[src/rtl/ecc_host_loader.sv]
// ecc_host_loader: packs 32 host words into four 256-bit RAM chunks, writes the start
// command and polls the status word. Define LOADER_TIMEOUT_EN to bound status polling.
module ecc_host_loader #(
  parameter int              DATA          = 255,
  parameter int              ADDR          = 5,
  parameter logic [ADDR:0]   START_ADDR    = 6'h14,
  parameter logic [ADDR:0]   CMD_ADDR      = 6'h00,
  parameter logic [ADDR:0]   STATUS_ADDR   = 6'h01,
  parameter logic [15:0]     TIMEOUT_POLLS = 16'hFFFF
) (
  input  logic              clk,
  input  logic              rst_n,
  input  logic              start,
  input  logic [31:0]       s_data,
  input  logic              s_valid,
  input  logic              s_last,
  output logic              s_ready,
  output logic              a_w,
  output logic [ADDR:0]     a_adbus,
  output logic [DATA:0]     a_data_in,
  input  logic [DATA:0]     a_data_out,
  output logic              busy,
  output logic              done,
  output logic              error,
  output logic [2:0]        dbg_state
);

  typedef enum logic [2:0] {
    S_IDLE      = 3'd0,
    S_PACK      = 3'd1,
    S_WRITE     = 3'd2,
    S_CMD       = 3'd3,
    S_POLL_ADDR = 3'd4,
    S_POLL_WAIT = 3'd5,
    S_DONE      = 3'd6,
    S_ERR       = 3'd7
  } state_t;

  localparam int PB = $clog2(DATA + 1);

  state_t          r_state;
  state_t          w_next;
  logic [1:0]      r_chunk;
  logic [2:0]      r_beat;
  logic [DATA:0]   r_pack;
  logic            w_beat;
  logic            w_begin;
  logic            w_timeout;
  logic [PB-1:0]   w_lo;
  logic [ADDR:0]   w_chunk_ext;

  // Handshake: a beat transfers on a rising edge where s_valid && s_ready; s_ready is high only in PACK.
  assign w_beat      = (r_state == S_PACK) && s_valid;
  assign w_begin     = start && ((r_state == S_IDLE) || (r_state == S_ERR));
  assign w_lo        = PB'(DATA - 31 - 32 * int'(r_beat));
  assign w_chunk_ext = {{(ADDR-1){1'b0}}, r_chunk};

`ifdef LOADER_TIMEOUT_EN
  logic [15:0] r_polls;
  logic        w_unused;
  assign w_unused  = ^a_data_out[DATA:1];
  assign w_timeout = ((r_polls + 16'd1) == TIMEOUT_POLLS);

  always_ff @(posedge clk or negedge rst_n) begin
    if (!rst_n)                                       r_polls <= '0;
    else if (r_state == S_CMD)                        r_polls <= '0;
    else if (r_state == S_POLL_WAIT && !a_data_out[0]) r_polls <= r_polls + 16'd1;
  end
`else
  logic w_unused;
  assign w_unused  = ^{a_data_out[DATA:1], TIMEOUT_POLLS};
  assign w_timeout = 1'b0;
`endif

  always_ff @(posedge clk or negedge rst_n) begin
    if (!rst_n) r_state <= S_IDLE;
    else        r_state <= w_next;
  end

  always_comb begin
    w_next = r_state;
    case (r_state)
      S_IDLE:      if (start) w_next = S_PACK;
      S_PACK: begin
        // s_last must coincide exactly with the final beat of the final chunk
        if (s_valid) begin
          if (r_beat == 3'd7) w_next = (s_last == (r_chunk == 2'd3)) ? S_WRITE : S_ERR;
          else if (s_last)    w_next = S_ERR;
        end
      end
      S_WRITE:     w_next = (r_chunk == 2'd3) ? S_CMD : S_PACK;
      S_CMD:       w_next = S_POLL_ADDR;
      S_POLL_ADDR: w_next = S_POLL_WAIT;
      S_POLL_WAIT: begin
        if (a_data_out[0]) w_next = S_DONE;
        else if (w_timeout) w_next = S_ERR;
        else               w_next = S_POLL_ADDR;
      end
      S_DONE:      w_next = S_IDLE;
      S_ERR:       if (start) w_next = S_PACK;
      default:     w_next = S_IDLE;
    endcase
  end

  always_ff @(posedge clk or negedge rst_n) begin
    if (!rst_n) begin
      r_chunk <= '0;
      r_beat  <= '0;
      r_pack  <= '0;
    end else if (w_begin) begin
      r_chunk <= '0;
      r_beat  <= '0;
    end else if (w_beat) begin
      r_pack[w_lo +: 32] <= s_data;
      r_beat             <= r_beat + 3'd1;
    end else if (r_state == S_WRITE) begin
      r_chunk <= r_chunk + 2'd1;
    end
  end

  always_comb begin
    s_ready   = 1'b0;
    a_w       = 1'b0;
    a_adbus   = '0;
    a_data_in = '0;
    case (r_state)
      S_PACK:      s_ready = 1'b1;
      S_WRITE: begin
        a_w       = 1'b1;
        a_adbus   = START_ADDR + w_chunk_ext;
        a_data_in = r_pack;
      end
      S_CMD: begin
        a_w          = 1'b1;
        a_adbus      = CMD_ADDR;
        a_data_in[1] = 1'b1;
      end
      S_POLL_ADDR: a_adbus = STATUS_ADDR;
      default: ;
    endcase
  end

  assign busy      = (r_state != S_IDLE) && (r_state != S_ERR);
  assign done      = (r_state == S_DONE);
  assign error     = (r_state == S_ERR);
  assign dbg_state = r_state;

endmodule

[config.mk]
export PLATFORM = sky130hd
export DESIGN_NAME = ecc_host_loader
export DESIGN_NICKNAME = d
export VERILOG_FILES = /design/src/rtl/ecc_host_loader.sv
export SDC_FILE = /design/constraint.sdc
export NUM_CORES = 1
export LEC_CHECK = 0
export CORE_AREA = 2 2 221 223
export DETAILED_ROUTE_END_ITERATION = 7
export DIE_AREA = 0 0 223 225
export PLACE_DENSITY_LB_ADDON = 0.08
export SYNTH_ARGS = -nofsm -noshare
export SYNTH_HDL_FRONTEND = slang
export SYNTH_SLANG_ARGS = --single-unit
export TNS_END_PERCENT = 10
[constraint.sdc]
create_clock -name clk -period 2.6 [get_ports clk]
set_clock_uncertainty 0.2 [all_clocks]
set_input_delay 0.26 -clock clk [delete_from_list [all_inputs] [get_ports clk]]
set_output_delay 0.26 -clock clk [all_outputs]
set_load 0.1 [all_outputs]
==> metrics.txt <==
status=finished clean; top layer in use=met5; setup slack, reg-to-reg=~0.13 ns; Worst Hold Class=input pin to async pin; synth-to-layout area growth=61.3%; final number of hold-violating endpoints=0; CTS Buf Count=35; Lkg Pwr=roughly 11 nW; Yosys reg bits=264; Avg WL per Cell=19.9 um; Cell variety after synth=44; CTS tree=built; Peak Freq=about 400 MHz; max-slew violation count=0; final setup fails=0; share of cells above drive strength 1=between 40% and 50%; Critical Path Fanout Max=just over 60; placed insts=2179; top cell type by total area after synthesis=dfrtp_1; Clk pin slew, worst setup/hold paths=0.05 ns; DP Wirelength=31.3 mm; Clock Latency Late Sink=0.53 ns; CP Launch Type=flop; Reg-to-Reg Start=r_beat[0]$_DFFE_PN0P_; Starting Density=around 28%; fin crit share=96.0%; Place WS=0.0626 ns; final wirelength=about 45 mm; ANT nets after route=0; Fillers=4415; Setup CP Type=flop to primary output; synth warn=0; DR WL met2=20.9 mm; Cell Area, Synth=0.0133 mm^2; Die W=around 220 um; fin nets=1910; Vias/cell=4.32; Met1 Routed Length=about 20 mm; Net Sw Frac=approximately two fifths; CP peak stage delay=0.42 ns; Core ar.=0.0475 mm^2; first-pass GRT wire length=between 60 and 70 mm; Die Y-Extent=225 um; Worst path top cell family by delay=buffers and inverters; worst r2r path cells=6; capture point of the worst reg-to-reg path=r_pack[14]$_DFFE_PN0P_; Post-synth EDFFs=0; CP required=about 2.1 ns; relative slew slack=59.8%; CTS root buf=clkbuf_16; fin cells=around 2200; Synth area leaders=dfrtp_1 50%, mux2i_1 13%, and2_1 12%; DRC violations left=0; Syn Area/Cell=10.2 um^2; DR iter-0 viols=503; Die Footprint=0.0502 mm^2; FP Rows=80; switching power=about 8.2 mW; ys async rst share=100%; Combinational Power Share=45.6%; Least-Margin Pin Slew=roughly 0.60 ns; Arr. time, crit path=between 2 and 2.5 ns; Peak VDD IR=roughly 0.00093 V; max_cap viols=0; sequential share of power=30.0%; CTS Sinks=264; clk buf depth=3; pin count of the biggest net entering global routing=64; routability cong.=0.745; Crit-path slowest cell=dfrtp_2; 1st-pass router iterations=4; Boundary Pins=563; share of power burned in the clock network=24.4%; initial antenna violation count=1; gr ovfl total=0; All-Layer GR Usage=18.1%; worst path cell trace=nor3b_4 > buf_4 > buf_16 > and2_1 > buf_12; worst setup margin=0.104 ns; Power Internal=11.4 mW; Port Buffer Count=305; cell count after synthesis=approximately 1300; post-synth top area share=49.6%; post-synthesis sequential area ratio=49.6%; vias in the first global route=10100; PD cells=915 mW/mm^2; antenna cells=0; sum of buffers and inverters on the critical path=3; crit end category=primary output; DR vias=9717; met3 wire len=2.88 mm; RSZ-0062 raised after global routing=true; minimum clock period=2.50 ns; H-tree levels=2; Synth Flop Type=dfrtp_1
-- power by group through the flow --
stage               logic, mW  registers (mW)  clock network, mW
floorplan                5.70            5.94                  0
global placement         8.82            5.97                  0
detailed placement       8.92            6.01                  0
CTS                      9.09            5.90               4.98
global route             9.55            6.05               5.15
finish                   8.96            5.89               4.80
-- cell usage in the layout (no fill, tap or decap), types with 4 or more instances in the layout --
cell type and n:
mux2_2 56, clkbuf_1 10, inv_1 170, and2_4 18, nand2b_1 6, mux2_1 34, dfrtp_1 261, and2_2 204
and2_1 43, clkinv_2 4, clkbuf_8 9, mux2i_1 168, buf_12 272, clkbuf_16 37, and3_1 4, nor2_1 9
clkdlybuf4s50_1 36, nand2_1 173, ha_1 6, buf_4 49, buf_16 4
-- stage by stage --
stage	cell area [um^2]	util [%]	hold slack (ns)	total power, mW	setup TNS (ns)
3_5_place_dp	20200	42.5	0.0663	14.9	0
4_1_cts	21500	45.1	0.0771	20.0	0
2_1_floorplan	13700	-	-0.236	11.6	-0.674
5_1_grt	21500	45.2	0.0932	20.7	-0.00124
6_report	21500	45.2	0.0736	19.6	0
3_3_place_gp	20200	42.5	0.0653	14.8	0
-- cell usage after synthesis (4+ instances only) --
cell	n
nor2b_1	4
ha_1	7
dfrtp_1	264
buf_4	8
nor2_1	11
and2_1	265
and3_1	5
mux2_2	56
mux2i_1	168
nand2b_1	6
nand2_1	173
clkbuf_1	53
buf_2	24
mux2_1	34
nor3_1	4
inv_1	170
buf_1	14
buf_6	5
-- sequential cells by signal, indices dropped and copies added (netlist names) --
signal	flops
r_beat	3
r_pack	256
r_chunk	2
dbg_state	3
-- cell type report --
class | count | area (um^2) | area share [%]
multi-input cells | 775 | 6000 | 28.0
flip-flops and latches | 264 | 6610 | 30.8
clock inverters | 5 | 50.0 | 0.233
inverters | 170 | 638 | 2.97
well taps | 615 | 769 | 3.58
clock buffers | 56 | 1090 | 5.06
repair buffers | 364 | 6320 | 29.4
-- metal layers --
metal	up-vias	GRT usage, %
met5	-	0
met4	2	4.24
met3	38	5.14
met2	227	29.2
met1	4783	23.9
li1	4667	-
-- worst max path at each step --
stage	startpoint	to	slack [ns]	depth (start not counted)
global route	dbg_state[0]$_DFFE_PN0P_	a_data_in[17]	-0.001	5
detailed placement	r_beat[1]$_DFFE_PN0P_	r_pack[97]$_DFFE_PN0P_	0.06	7
CTS	r_beat[1]$_DFFE_PN0P_	r_pack[106]$_DFFE_PN0P_	0.04	7
global placement	r_beat[0]$_DFFE_PN0P_	r_pack[104]$_DFFE_PN0P_	0.13	7
floorplan	dbg_state[2]$_DFFE_PN0P_	a_adbus[0]	-0.07	4
finish	dbg_state[0]$_DFFE_PN0P_	a_data_in[15]	0.10	5
-- what timing repair did --
item                       CTS  global route
setup buffers                6             0
hold buffers                 1             0
hold endpoints to repair   156             0
gates resized for setup      3             6
gates cloned                 2             0
pin swaps                    1             0
setup endpoints to repair  246            35
-- cell families (layout without fill, tap and decap cells) --
| family | after synthesis | after routing | synth area share (%) |
|---|---|---|---|
| AOI/OAI and AO/OA | 17 | 17 | 0.836 |
| xor gates and xnor gates | 3 | 3 | 0.197 |
| adders and majority gates | 7 | 7 | 0.657 |
| buffers and inverters | 274 | 595 | 8.45 |
| DFF | 264 | 264 | 49.6 |
| muxes | 258 | 258 | 20.2 |
| other | 1 | 2 | 0.0281 |
| and+or+nand+nor | 488 | 488 | 20.0 |
(Power assumes the default switching activity.)
